### config.mk
export PLATFORM = sky130hd
export DESIGN_NAME = am_deskew_ctrl_rx
export DESIGN_NICKNAME = d
export VERILOG_FILES = /design/src/rtl/am_deskew_ctrl_rx.sv
export SDC_FILE = /design/constraint.sdc
export NUM_CORES = 1
export LEC_CHECK = 0
export BUFFER_PORTS_ARGS = -buffer_cell sky130_fd_sc_hd__buf_4
export CAP_MARGIN = 0
export CELL_PAD_IN_SITES_DETAIL_PLACEMENT = 1
export CELL_PAD_IN_SITES_GLOBAL_PLACEMENT = 1
export CORE_UTILIZATION = 40
export CTS_BUF_LIST = sky130_fd_sc_hd__clkbuf_4 sky130_fd_sc_hd__clkbuf_8 sky130_fd_sc_hd__clkbuf_16
export CTS_CLUSTER_DIAMETER = 80
export CTS_CLUSTER_SIZE = 20
export DETAILED_ROUTE_END_ITERATION = 10
export PLACE_DENSITY = 0.77
export RECOVER_POWER = 25
export SLEW_MARGIN = 20
export SYNTH_ARGS = -nofsm -noshare
export SYNTH_HDL_FRONTEND = slang
export SYNTH_SLANG_ARGS = --single-unit
### constraint.sdc
create_clock -name clk -period 1.95 [get_ports clk]
set_input_delay 0.195 -clock clk [delete_from_list [all_inputs] [get_ports clk]]
set_output_delay 0.195 -clock clk [all_outputs]
set_load 0.005 [all_outputs]
### src/rtl/am_deskew_ctrl_rx.sv
// am_deskew_ctrl_rx
// Receive-side deskew and alignment controller. It sits after the per-lane
// alignment-marker (AM) lock blocks and does the following:
//   - waits until every physical lane reports AM lock;
//   - checks that the reported logical lane ids form a permutation;
//   - holds each lane's elastic buffer from its marker until every lane has
//     seen its marker, then releases all lanes on the same edge;
//   - keeps watching AM rounds while aligned, and drops alignment after
//     BAD_AM_N consecutive bad rounds.
//
// Ports
//   clk         rising-edge clock
//   reset       asynchronous, active-high reset
//   valid_i     common block-valid strobe; windows and masks advance only on it
//   lock_v_i    per physical lane AM lock status
//   am_v_i      per physical lane AM-received pulse (qualified by valid_i)
//   lane_i      per physical lane logical id, slice p = [p*LANE_W +: LANE_W]
//   hold_o      per physical lane buffer hold (1 = stop reading)
//   align_v_o   lanes locked, mapped and deskewed
//   lane_sel_o  slice l = physical lane that carries logical lane l
//   skew_err_o  one-cycle pulse: skew window exceeded or duplicate AM
//   map_err_o   one-cycle pulse: logical lane ids are not a permutation
module am_deskew_ctrl_rx #(
    parameter int LANE_N   = 4,
    parameter int LANE_W   = $clog2(LANE_N),
    parameter int MAX_SKEW = 16,
    parameter int SKEW_W   = $clog2(MAX_SKEW + 1),
    parameter int BAD_AM_N = 3
) (
    input  logic                     clk,
    input  logic                     reset,
    input  logic                     valid_i,
    input  logic [LANE_N-1:0]        lock_v_i,
    input  logic [LANE_N-1:0]        am_v_i,
    input  logic [LANE_N*LANE_W-1:0] lane_i,
    output logic [LANE_N-1:0]        hold_o,
    output logic                     align_v_o,
    output logic [LANE_N*LANE_W-1:0] lane_sel_o,
    output logic                     skew_err_o,
    output logic                     map_err_o
);

    localparam int                BAD_W     = $clog2(BAD_AM_N + 1);
    localparam logic [SKEW_W-1:0] SKEW_LAST = SKEW_W'(MAX_SKEW);
    localparam logic [BAD_W-1:0]  BAD_LIMIT = BAD_W'(BAD_AM_N);

    typedef enum logic [2:0] {
        LOCK_WAIT,
        MAP_CHECK,
        AM_WAIT,
        SKEW_CNT,
        ALIGNED
    } state_t;

    state_t                   state;
    logic [LANE_N-1:0]        seen;      // lanes whose AM arrived in the open round
    logic [SKEW_W-1:0]        skew_cnt;  // valid cycles since the round's first AM
    logic [BAD_W-1:0]         bad_cnt;   // consecutive bad rounds while aligned
    logic [LANE_N*LANE_W-1:0] lane_map;  // lane_i as accepted by MAP_CHECK

    logic                     map_ok;
    logic [LANE_N*LANE_W-1:0] sel_next;
    logic                     drop;
    logic                     seen_full;
    logic                     dup_am;
    logic                     expire;
    logic [BAD_W-1:0]         bad_next;

    // Inverse map: for every logical id, find the single physical lane that
    // reports it. Exactly one hit per logical id means lane_i is a
    // permutation, which covers both duplicates and out-of-range ids.
    always_comb begin
        int hits;
        // NOTE: every signal driven here gets a default before any branch,
        // so no path leaves a value to be remembered and no latch is inferred.
        map_ok   = 1'b1;
        sel_next = '0;
        hits     = 0;
        for (int l = 0; l < LANE_N; l++) begin
            hits = 0;
            for (int p = 0; p < LANE_N; p++) begin
                if (lane_i[p*LANE_W +: LANE_W] == LANE_W'(l)) begin
                    hits++;
                    sel_next[l*LANE_W +: LANE_W] = LANE_W'(p);
                end
            end
            if (hits != 1) map_ok = 1'b0;
        end
    end

    // Lock loss anywhere past LOCK_WAIT, or a lane id change while aligned,
    // restarts the whole bring-up and overrides every other transition.
    assign drop      = ((state != LOCK_WAIT) && !(&lock_v_i)) ||
                       ((state == ALIGNED) && (lane_i != lane_map));
    assign seen_full = &seen;
    assign dup_am    = |(seen & am_v_i);
    // The count would step past MAX_SKEW on this valid cycle.
    assign expire    = (skew_cnt == SKEW_LAST);
    assign bad_next  = (bad_cnt == BAD_LIMIT) ? bad_cnt : bad_cnt + 1'b1;

    always_ff @(posedge clk or posedge reset) begin
        if (reset) begin
            state      <= LOCK_WAIT;
            seen       <= '0;
            skew_cnt   <= '0;
            bad_cnt    <= '0;
            lane_map   <= '0;
            hold_o     <= '0;
            align_v_o  <= 1'b0;
            skew_err_o <= 1'b0;
            map_err_o  <= 1'b0;
            for (int l = 0; l < LANE_N; l++)
                lane_sel_o[l*LANE_W +: LANE_W] <= LANE_W'(l);
        end else begin
            // NOTE: all state here uses non-blocking assignments so every
            // register samples the pre-edge values, whatever the statement order.
            skew_err_o <= 1'b0;
            map_err_o  <= 1'b0;

            if (drop) begin
                state     <= LOCK_WAIT;
                hold_o    <= '0;
                align_v_o <= 1'b0;
                seen      <= '0;
                skew_cnt  <= '0;
                bad_cnt   <= '0;
            end else begin
                case (state)
                    LOCK_WAIT: begin
                        if (&lock_v_i) state <= MAP_CHECK;
                    end

                    MAP_CHECK: begin
                        if (map_ok) begin
                            lane_sel_o <= sel_next;
                            lane_map   <= lane_i;
                            state      <= AM_WAIT;
                        end else begin
                            map_err_o <= 1'b1;
                            state     <= LOCK_WAIT;
                        end
                    end

                    AM_WAIT: begin
                        if (valid_i && (am_v_i != '0)) begin
                            seen     <= am_v_i;
                            skew_cnt <= '0;
                            // All markers together: nothing to deskew, so
                            // no lane is held; SKEW_CNT releases next valid cycle.
                            hold_o   <= (&am_v_i) ? '0 : am_v_i;
                            state    <= SKEW_CNT;
                        end
                    end

                    SKEW_CNT: begin
                        if (valid_i) begin
                            // Completion is tested first so it wins over a
                            // coincident expiry.
                            if (seen_full) begin
                                hold_o    <= '0;
                                align_v_o <= 1'b1;
                                bad_cnt   <= '0;
                                seen      <= '0;
                                skew_cnt  <= '0;
                                state     <= ALIGNED;
                            end else if (dup_am || expire) begin
                                skew_err_o <= 1'b1;
                                hold_o     <= '0;
                                seen       <= '0;
                                skew_cnt   <= '0;
                                state      <= AM_WAIT;
                            end else begin
                                skew_cnt <= skew_cnt + 1'b1;
                                seen     <= seen | am_v_i;
                                hold_o   <= hold_o | am_v_i;
                            end
                        end
                    end

                    ALIGNED: begin
                        // Same window as SKEW_CNT, but buffers stay released.
                        // An empty seen mask means no round is open.
                        if (valid_i) begin
                            if (seen == '0) begin
                                if (am_v_i != '0) begin
                                    seen     <= am_v_i;
                                    skew_cnt <= '0;
                                end
                            end else if (seen_full) begin
                                bad_cnt  <= '0;
                                seen     <= '0;
                                skew_cnt <= '0;
                            end else if (dup_am || expire) begin
                                skew_err_o <= 1'b1;
                                seen       <= '0;
                                skew_cnt   <= '0;
                                bad_cnt    <= bad_next;
                                if (bad_next == BAD_LIMIT) begin
                                    align_v_o <= 1'b0;
                                    state     <= AM_WAIT;
                                end
                            end else begin
                                skew_cnt <= skew_cnt + 1'b1;
                                seen     <= seen | am_v_i;
                            end
                        end
                    end

                    default: state <= LOCK_WAIT;
                endcase
            end
        end
    end

endmodule

==> run summary <==
The top cell types in the final layout, fill and taps aside, are sky130_fd_sc_hd__buf_4, sky130_fd_sc_hd__dfrtp_1, sky130_fd_sc_hd__nand2_1. After global routing, the most crowded layer is met2. In this run the clock root is driven by a sky130_fd_sc_hd__clkbuf_8. The checks that failed: DRC, setup timing. The detailed-routing iteration count for the pre-antenna-repair pass is 8.

Traced cell by cell, the critical path runs through buf_6 > nor2b_4 > inv_1 > ha_2 > o21ai_1 > ha_1 > nor4_2 > nor4bb_2 > nor2_1 > nand4_1 > or2_4 > buf_12 > mux2_4. In this run the tool buffered the top-level ports with 33 buffer cells. The CTS H-tree depth is 2. For this run, the post-layout net count is between 400 and 500. The slowest library cell on the worst path is sky130_fd_sc_hd__nor4_2. The number of distinct library cells after synthesis came out at 56. Setup repair after global routing could not meet its margin everywhere. The antenna diode count came out at 0. TritonCTS built the clock tree. Clock tree synthesis found a total of 37 sinks. The routability congestion estimate from global placement came out at 0.882.

The post-synth net total is 325. The synthesized design contains 0 enable-type register cells. The relative area change from synthesis to final layout is 57.2%.

The number of maximum-capacitance constraint violations is 0. Based on the critical path, the design can be clocked at up to just under 400 MHz. Counting cells, the worst reg-to-reg path comes to 8. The startpoint identified for the worst register-to-register timing path is lane_map[0]. For this configuration, the core starts out at a cell density of about two fifths. Clock-pin slew was measured on the worst setup and hold paths at 0.09 ns.

The total power density per cell area is approximately 530 nW/um^2. The worst clock skew is between 0.008 and 0.009 ns. The flop-to-flop setup slack is -0.19 ns.

The main flop type after synthesis is sky130_fd_sc_hd__dfrtp_1. The later pin in the worst-skew pair is clocked with a latency of a little over 0.3 ns. The final critical path takes up 132% of the cycle. The first global-routing pass estimated ~16000 microns of wire. The destination of the critical timing path is lane_map[7]. After detailed routing, the number of remaining DRC violations is 10. The required time of the worst setup path came out at about 2.1 ns.

Across the VDD grid, the largest voltage drop is ~0.00070 V. Headroom to the max-slew limit came out at a little over a third. The residual overflow from global routing is 0. The core occupancy in the finished layout came out at roughly two thirds.

The number of ports placed on the die boundary is 34. The HPWL after detailed placement came out at ~6300 microns. The number of global-route vias before repair came out at ~3k. The leakage dissipation came out at ~2 nW.

The placeable core region is ~6400 sq um. The cell total after placement came out at 460. Leaving out filler cells and counting taps, the final layout contains 479. The sum of negative setup slack came out at -11.76 ns.

The number of antenna violations at the first check in global routing is 0. The met1 routing resource usage after global routing came out at 33.8%. The run finished, with violations left.

The height of the die came out at 83.9 microns. The warning count from the yosys run is 0. The most frequent standard cell in the layout excluding fill and tap cells is sky130_fd_sc_hd__buf_4. The count of endpoints failing setup in the final report is 32. The sequential area share after synthesis came out at between 30% and 40%. The total global routing track utilization is 28.8%. The synthesized netlist cell count came out at 293. The via density per instance came out at about 6. STA classifies the critical path endpoint as a flip-flop. The number of buffers on the longest clock path came out at 2. The post-synthesis instance area is between 2000 and 3000 sq um. The average cell area after synthesis came out at about 9.1 sq um. The transition time at the pin with the least slew margin came out at just under 1 ns. The delay of the slowest critical-path stage is roughly 0.40 ns. The final worst-path setup slack came out at -0.623 ns. The post-route netlist has around 50% of its cells at a drive strength greater than 1.

The max-slew violation count came out at 0. The final-report hold violation count came to 0. In the final routed layout, each cell accounts on average for approximately 24 microns. The top fanout value on the critical path came out at 6. In this run, post-CTS hold repair placed 0 buffers. The minimum clock period is 2.57 ns.

The min-delay analysis places its worst path in the category in -> async. By startpoint and endpoint, the worst setup path is classified as in -> reg. In this run the worst setup path begins at lane_i[0]. The final-layout fill cell count is 697. The number of register bits inferred by synthesis is 37. Measured along the x axis, the die boundary spans 83.9 microns. The floorplan step defined a die boundary enclosing between 7000 and 8000 sq um.

The violation count after the first detailed-routing iteration is between 200 and 300. The worst register-to-register path ends at seen[1]. The worst setup path is launched from an input pin. In this run, CTS created clock tree buffers numbering 5. The routed wire length is around 11000 microns. For this run, asynchronously set or reset flops after synthesis account for between 90% and 100%.

Across all layers, the routed design uses 2951 vias. The detail route stage leaves a number of antenna-violating nets equal to 0. The fraction of met3 tracks used by global routing came out at about 5.3%. The global-route track usage on met2 came out at about 50%. For the worst setup path, the data arrival time is ~2.8 ns. The number of rows in the core area came out at 29.

The maximum number of pins on one net before global-route repair came out at 38.
[critical path, delay by kind of cell]
family          cells  cell delay, ns
buf+inv             3            0.34
compound gates      1            0.15
mux                 1            0.30
simple gates        6            1.27
fa+ha+maj           2            0.50
[where the power goes]
group | internal [mW] | switching [mW]
clock network | 0.515 | 0.326
registers | 0.786 | 0.0326
logic | 0.276 | 0.303
[sequential cells by signal (all words and copies together), names as in the netlist]
signal      cells
state           3
map_err_o       1
hold_o          4
lane_sel_o      8
lane_map        8
skew_err_o      1
skew_cnt        5
bad_cnt         2
seen            4
align_v_o       1
[Yosys cell counts (4+ instances only)]
| cell | count | area [sq um] |
|---|---|---|
| sky130_fd_sc_hd__nand2_1 | 25 | 93.8 |
| sky130_fd_sc_hd__o22ai_1 | 5 | 31.3 |
| sky130_fd_sc_hd__nor3_1 | 5 | 25.0 |
| sky130_fd_sc_hd__mux2_4 | 9 | 135 |
| sky130_fd_sc_hd__dfrtp_1 | 33 | 826 |
| sky130_fd_sc_hd__xnor2_1 | 9 | 78.8 |
| sky130_fd_sc_hd__mux2_1 | 7 | 78.8 |
| sky130_fd_sc_hd__a21oi_1 | 12 | 60.1 |
| sky130_fd_sc_hd__nand3_1 | 8 | 40.0 |
| sky130_fd_sc_hd__ha_1 | 13 | 163 |
| sky130_fd_sc_hd__nand4_1 | 8 | 50.1 |
| sky130_fd_sc_hd__nand4b_1 | 5 | 43.8 |
| sky130_fd_sc_hd__mux2i_1 | 4 | 40.0 |
| sky130_fd_sc_hd__a22o_1 | 7 | 61.3 |
| sky130_fd_sc_hd__o21ai_0 | 15 | 75.1 |
| sky130_fd_sc_hd__inv_1 | 18 | 67.6 |
| sky130_fd_sc_hd__nor2b_1 | 7 | 43.8 |
| sky130_fd_sc_hd__nor2_1 | 20 | 75.1 |
| sky130_fd_sc_hd__nand2b_1 | 12 | 75.1 |
| sky130_fd_sc_hd__clkbuf_1 | 4 | 15.0 |
| sky130_fd_sc_hd__buf_2 | 4 | 20.0 |
| sky130_fd_sc_hd__nor4_1 | 6 | 37.5 |
| sky130_fd_sc_hd__dfstp_2 | 4 | 105 |
[stage by stage]
step / instance area [sq um] / setup WS (ns) / hold slack (ns) / power [mW]
after floorplan: 2810 / -0.582 / 0.327 / 1.06
after global placement: 3600 / -0.802 / 0.336 / 1.26
after detailed placement: 3600 / -0.969 / 0.352 / 1.29
after CTS: 3990 / -0.459 / 0.0183 / 2.16
after global routing: 4210 / -0.683 / 0.233 / 2.31
final: 4210 / -0.623 / 0.181 / 2.24
[final cells by class]
cell class	count	area (sq um)	area share, %
clock buffers	5	68.8	1.63
flip-flops and latches	37	935	22.2
inverters	18	70.1	1.66
repair buffers	111	916	21.7
multi-input cells	228	2060	48.9
clock inverters	3	68.8	1.63
well taps	77	96.3	2.29
[worst min path at each step]
stage | from | to | slack (ns) | depth (start not counted)
detailed placement | reset | lane_map[3] | 0.35 | 3
global placement | reset | skew_cnt[4] | 0.34 | 3
global route | valid_i | skew_err_o | 0.23 | 2
CTS | reset | lane_map[3] | 0.02 | 3
floorplan | lane_i[2] | lane_map[2] | 0.33 | 1
finish | reset | skew_cnt[4] | 0.18 | 3
[cells by family after synthesis]
group / count (synthesis) / share of synthesized area, %
XOR/XNOR: 10 / 3.55
AND/OR/NAND/NOR: 122 / 25.7
flip-flops: 37 / 34.7
AO/OA/AOI/OAI: 63 / 15.8
multiplexers: 20 / 9.48
buffers and inverters: 28 / 4.67
adder cells (fa/ha/maj): 13 / 6.07
[routing by layer]
metal | part of all wire (%) | wire (microns)
met1 | 39 | 4450
met2 | 50 | 5680
met3 | 5.2 | 582
met4 | 5.0 | 565
met5 | 0 | 0
[what timing repair did]
action                     CTS  global route
resized for setup           51            37
hold endpoints to repair     0             0
setup endpoints to repair   32            34
pin swaps                   24            15
gates cloned                 1             0
buffers inserted             3             8
(Power assumes the default switching activity.)
